$ cat config.mk
export PLATFORM = sky130hd
export DESIGN_NAME = afifo_rd_drain
export DESIGN_NICKNAME = d
export VERILOG_FILES = /design/src/rtl/afifo_defines.sv /design/src/rtl/afifo_skid_buf.sv /design/src/rtl/afifo_rd_drain.sv
export SDC_FILE = /design/constraint.sdc
export NUM_CORES = 1
export LEC_CHECK = 0
export ABC_CLOCK_PERIOD_IN_PS = 3300
export CAP_MARGIN = 15
export CORE_ASPECT_RATIO = 2
export CORE_UTILIZATION = 49
export DETAILED_ROUTE_END_ITERATION = 10
export GPL_TIMING_DRIVEN = 0
export PLACE_DENSITY = 0.79
export SETUP_SLACK_MARGIN = 0.3
export SYNTH_ARGS = -nofsm -noshare
export SYNTH_HDL_FRONTEND = slang
export SYNTH_SLANG_ARGS = --single-unit
$ cat constraint.sdc
create_clock -name clk -period 3.3 [get_ports clk]
set_clock_uncertainty 0.15 [all_clocks]
set_input_delay 0.495 -clock clk [delete_from_list [all_inputs] [get_ports clk]]
set_output_delay 0.495 -clock clk [all_outputs]
set_load 0.03 [all_outputs]
$ cat src/rtl/afifo_defines.sv
// rtl/afifo_defines.sv - shared defaults, occupancy encoding and credit helper for the read-side drain
package afifo_defines;

    localparam int DEF_DATA_WIDTH = 8;
    localparam int DEF_CNT_WIDTH  = 16;

    // Skid-buffer fill level doubles as the buffer state encoding.
    typedef enum logic [1:0] {
        EMPTY = 2'd0,
        ONE   = 2'd1,
        FULL  = 2'd2
    } occ_e;

    // True when a new read can be issued without overflowing the buffer:
    // words already held plus the one in flight, minus the one leaving now,
    // must leave at least one free slot.
    function automatic logic credit_ok(
        input logic [1:0] occ,
        input logic       pending,
        input logic       pop
    );
        logic [2:0] committed;
        committed = {1'b0, occ} + {2'b00, pending} - {2'b00, pop};
        return (committed < 3'd2);
    endfunction

endpackage

$ cat src/rtl/afifo_skid_buf.sv
// rtl/afifo_skid_buf.sv - two-entry circular skid buffer with push/pop and fill level
module afifo_skid_buf
    import afifo_defines::*;
#(
    parameter int DATA_WIDTH = DEF_DATA_WIDTH
) (
    input  logic                  clk,
    input  logic                  rst,
    input  logic                  push,
    input  logic [DATA_WIDTH-1:0] push_data,
    input  logic                  pop,
    output logic                  valid,
    output logic [DATA_WIDTH-1:0] data,
    output logic [1:0]            occupancy
);

    occ_e                  r_state;
    occ_e                  w_state_nxt;
    logic [DATA_WIDTH-1:0] r_mem [2];
    logic                  r_head;
    logic                  r_tail;
    logic                  w_pop;

    // A pop is only meaningful while something is held; ignore it otherwise.
    assign w_pop = pop & (r_state != EMPTY);

    assign valid     = (r_state != EMPTY);
    assign data      = r_mem[r_head];
    assign occupancy = r_state;

    // Fill-level state register.
    always_ff @(posedge clk) begin
        if (rst) begin
            r_state <= EMPTY;
        end else begin
            r_state <= w_state_nxt;
        end
    end

    // Fill-level transitions; the upstream credit rule keeps push out of FULL unless paired with a pop.
    always_comb begin
        w_state_nxt = r_state;
        case (r_state)
            EMPTY: begin
                if (push) begin
                    w_state_nxt = ONE;
                end
            end
            ONE: begin
                if (push && !w_pop) begin
                    w_state_nxt = FULL;
                end else if (w_pop && !push) begin
                    w_state_nxt = EMPTY;
                end
            end
            FULL: begin
                if (w_pop && !push) begin
                    w_state_nxt = ONE;
                end
            end
            default: begin
                w_state_nxt = EMPTY;
            end
        endcase
    end

    // Storage and pointers: push writes at the tail, pop advances the head.
    always_ff @(posedge clk) begin
        if (rst) begin
            for (int i = 0; i < 2; i++) begin
                r_mem[i] <= '0;
            end
            r_head <= 1'b0;
            r_tail <= 1'b0;
        end else begin
            if (push) begin
                r_mem[r_tail] <= push_data;
                r_tail        <= ~r_tail;
            end
            if (w_pop) begin
                r_head <= ~r_head;
            end
        end
    end

endmodule

$ cat src/rtl/afifo_rd_drain.sv
// rtl/afifo_rd_drain.sv - turns the async FIFO read port into a valid/ready stream with a delivered-word count
module afifo_rd_drain
    import afifo_defines::*;
#(
    parameter int DATA_WIDTH = DEF_DATA_WIDTH,
    parameter int CNT_WIDTH  = DEF_CNT_WIDTH
) (
    input  logic                  clk,
    input  logic                  rst,
    input  logic                  en,
    input  logic                  empty,
    output logic                  rd_en,
    input  logic [DATA_WIDTH-1:0] rdata,
    output logic                  m_valid,
    output logic [DATA_WIDTH-1:0] m_data,
    input  logic                  m_ready,
    output logic [1:0]            occupancy,
    output logic [CNT_WIDTH-1:0]  pop_cnt
);

    localparam logic [CNT_WIDTH-1:0] CNT_ONE = {{(CNT_WIDTH-1){1'b0}}, 1'b1};

    logic                 r_pending;
    logic [CNT_WIDTH-1:0] r_pop_cnt;
    logic                 w_pop;
    logic                 w_rd_en;
    logic                 w_valid;
    logic [1:0]           w_occ;

    assign w_pop = w_valid & m_ready;

    // Read only when the word will have a guaranteed slot on arrival; held off during reset
    // so the FIFO never loses a word to a read that would be discarded.
    assign w_rd_en = ~rst & en & ~empty & credit_ok(w_occ, r_pending, w_pop);

    assign rd_en     = w_rd_en;
    assign m_valid   = w_valid;
    assign occupancy = w_occ;
    assign pop_cnt   = r_pop_cnt;

    // Track the read in flight: its data shows up on rdata next cycle.
    always_ff @(posedge clk) begin
        if (rst) begin
            r_pending <= 1'b0;
        end else begin
            r_pending <= w_rd_en;
        end
    end

    // Count words handed downstream, wrapping naturally at the counter width.
    always_ff @(posedge clk) begin
        if (rst) begin
            r_pop_cnt <= '0;
        end else if (w_pop) begin
            r_pop_cnt <= r_pop_cnt + CNT_ONE;
        end
    end

    afifo_skid_buf #(
        .DATA_WIDTH (DATA_WIDTH)
    ) u_skid (
        .clk       (clk),
        .rst       (rst),
        .push      (r_pending),
        .push_data (rdata),
        .pop       (w_pop),
        .valid     (w_valid),
        .data      (m_data),
        .occupancy (w_occ)
    );

endmodule

==> impl_metrics.json <==
{
  "grtUsageTotal_pct": 21.7,
  "synth.avg_cell_area_um2": 10.7,
  "setup_violations": 0,
  "die_w_um": 43.9,
  "pre_cts_ws_ns": -0.709,
  "ys_top_cells_by_count": "dfxtp_1 (22), nor2_1 (21), and2_1 (16), edfxtp_1 (16), xnor2_1 (11)",
  "cts_tree": "done",
  "cp.arrival_ns": 2.36,
  "dp_hpwl_um": 2680,
  "io_pins": 41,
  "routedWlPerCell_um": 15.3,
  "startpoint_type": "flip-flop",
  "slowest_stage": "fa_1",
  "max_stage_delay_ns": 0.55,
  "violations": "design-rule violations",
  "status": "finished, violations left",
  "rsz0062_at_grt": "true",
  "dieArea_um2": 3770,
  "async_flop_share_pct": 0,
  "met3_length_um": 131,
  "hold_viol_final": 0,
  "p_seq_share_pct": 46.9,
  "floorplan.initialDensity_pct": 51.0,
  "dp.cells": 232,
  "synthesis.area_um2": 1720,
  "whs_ns": 0.341,
  "path_class": "reg -> out",
  "place.port_buffers": 39,
  "insertion_delay_ns": 0.29,
  "cts_buffers": 5,
  "die_height_um": 85.9,
  "cts_buffer_depth": 2,
  "path_clk_slew_ns": 0.07,
  "highest_layer": "met4",
  "gp_congestion": 0.792,
  "drtIter0Drc": 26,
  "clock-sinks": 38,
  "fin_ws_ns": 0.299,
  "power_density_nw_per_um2": 456,
  "wl_met1_um": 1250,
  "rows": 30,
  "slew_violations": 0,
  "critical_path.top_delay_family": "adder cells",
  "yosys-top-cells-area": "edfxtp_1 (28%), dfxtp_1 (26%), mux2_2 (5.9%), and2_1 (5.8%), xnor2_1 (5.6%)",
  "grt_max_degree": 14,
  "via_count": 1360,
  "yosysTopAreaCell": "edfxtp_1",
  "ant_nets": 0,
  "first_pass_iters": 8,
  "switching_power_uw": 228,
  "fin_crit_sh_pct": 91.0,
  "met2_length_um": 2310,
  "nNetsFinal": 228,
  "drv_cap": 0,
  "antenna_found_initial": 0,
  "synth-main-ff-cell": "dfxtp_1",
  "p_int_uw": 855,
  "ys_warn_count": 0,
  "synth-seq-cells": 38,
  "grt_first_pass_wirelength_um": 6090,
  "synth_edf_count": 16,
  "clock_power_share_pct": 43.3,
  "worstMarginPinSlew_ns": 0.840,
  "min_path_type": "reg -> reg",
  "cts_hold_buf": 0,
  "leakage_nw": 0.859,
  "yosysSeqAreaShare_pct": 53.4,
  "yosys.area.top_type_share_pct": 27.9,
  "synth_nets": 177,
  "peakVddDrop_mv": 0.315,
  "worstPathCellList": "buf_6 > o21ai_4 > clkinv_4 > ha_4 > nand2b_4 > fa_1 > nand4bb_1 > nor2_4 > buf_6",
  "cpMostUsedCell": "buf_6",
  "total_power_mw": 1.08,
  "timing.fmax_mhz": 333,
  "cp.required_ns": 2.65,
  "drt-vias-per-instance": 5.55,
  "period_minus_slack_ns": 3.00,
  "pwr-share-comb_pct": 9.8,
  "area_growth_pct": 37.7,
  "remaining_drc_errors": 3,
  "stdcell_count": 245,
  "grt_pass1_vias": 1363,
  "cts_root_buf": "clkbuf_8",
  "p_sw_share_pct": 21.0,
  "fin_util_pct": 70.3,
  "wirelength_um": 3750,
  "relSlewSlack_pct": 43.9,
  "synthCells": 161,
  "yosysMostFrequentCell": "dfxtp_1",
  "synth.distinct_cells": 38,
  "cts_max_level": 2,
  "num_antenna_cells": 0,
  "drive_gt1_share_pct": 16.9,
  "core_area_um2": 3380,
  "globalRouteOverflowTotal": 0,
  "crit_buf_inv": 3,
  "endpoint_kind": "output port",
  "path_max_fanout": 8
}
[worst register-to-register path, delay by kind of cell, from the launching register on]
family                 cells  cell delay (ns)
AND/OR/NAND/NOR            2             1.12
buffers and inverters      1             0.41
flip-flops                 1             0.31
[power groups by stage]
stage	Combinational, mW	Sequential [mW]	Clock (mW)
6_report	0.106	0.508	0.470
5_1_grt	0.114	0.509	0.495
4_1_cts	0.103	0.508	0.475
3_5_place_dp	0.100	0.519	0
3_3_place_gp	0.0978	0.518	0
2_1_floorplan	0.0561	0.520	0
[sequential cells by signal (all words and copies together), names as in the netlist, named ones only]
register and count:
pop_cnt 16, u_skid.r_head 1, r_pending 1, u_skid.r_tail 1, u_skid.occupancy 2, u_skid.r_mem 16
[repair_timing]
item | 4_1_cts | 5_1_grt
pin swaps | 2 | 3
buffers inserted | 3 | 2
gates resized for setup | 13 | 5
setup endpoints to repair | 1 | 1
[cell families (layout without fill, tap and decap cells)]
logic type | count (synthesis) | count (layout) | share of synthesized area, %
AO/OA/AOI/OAI | 11 | 11 | 4.21
XOR/XNOR | 15 | 15 | 7.62
adder cells (fa/ha/maj) | 3 | 3 | 2.61
buffers and inverters | 9 | 61 | 2.03
flip-flops | 38 | 38 | 53.4
multiplexers | 10 | 10 | 6.46
AND/OR/NAND/NOR | 75 | 75 | 23.7
[per-stage QoR]
stage | cell area, um^2 | setup TNS [ns]
after floorplan | 1730 | 0
after global placement | 2160 | -0.672
after detailed placement | 2160 | -0.709
after CTS | 2340 | 0
after global routing | 2370 | 0
final | 2370 | 0
[worst paths after layout]
kind | startpoint | endpoint | slack [ns] | cells past startpoint
worst max-delay path | u_skid.occupancy[1] | rd_en | 0.30 | 9
worst min-delay path | pop_cnt[1] | pop_cnt[1] | 0.34 | 2
worst max register to register | r_pending | u_skid.r_mem[1][7] | 1.01 | 3
worst min register to register | pop_cnt[1] | pop_cnt[1] | 0.34 | 2
[layer usage]
| layer | up-vias | global-route usage, % |
|---|---|---|
| li1 | 657 | - |
| met1 | 667 | 18.3 |
| met2 | 31 | 44.5 |
| met3 | 5 | 4.21 |
| met4 | 0 | 9.09 |
| met5 | - | 0 |
[final cells by class]
type | instances | area [um^2]
fill | 271 | 1000
timing repair buffer | 44 | 424
tap | 32 | 40.0
sequential | 38 | 923
multi-input combinational | 114 | 803
clock buffer | 5 | 68.8
inverter | 3 | 16.3
buffer | 6 | 30.0
clock inverter | 3 | 68.8
[cell usage in the layout (no fill, tap or decap), drive strengths merged, types with 3 or more instances in the layout]
cell,count
clkdlybuf4s50,37
xnor2,11
buf,7
clkbuf,11
dfxtp,22
mux2,9
edfxtp,16
nand2,9
nand4,3
a21oi,4
nor3,4
nor4,4
nor3b,3
nor2,21
and2,16
nand3,5
xor2,4
Note: power is estimated with default switching activity, not from simulation.
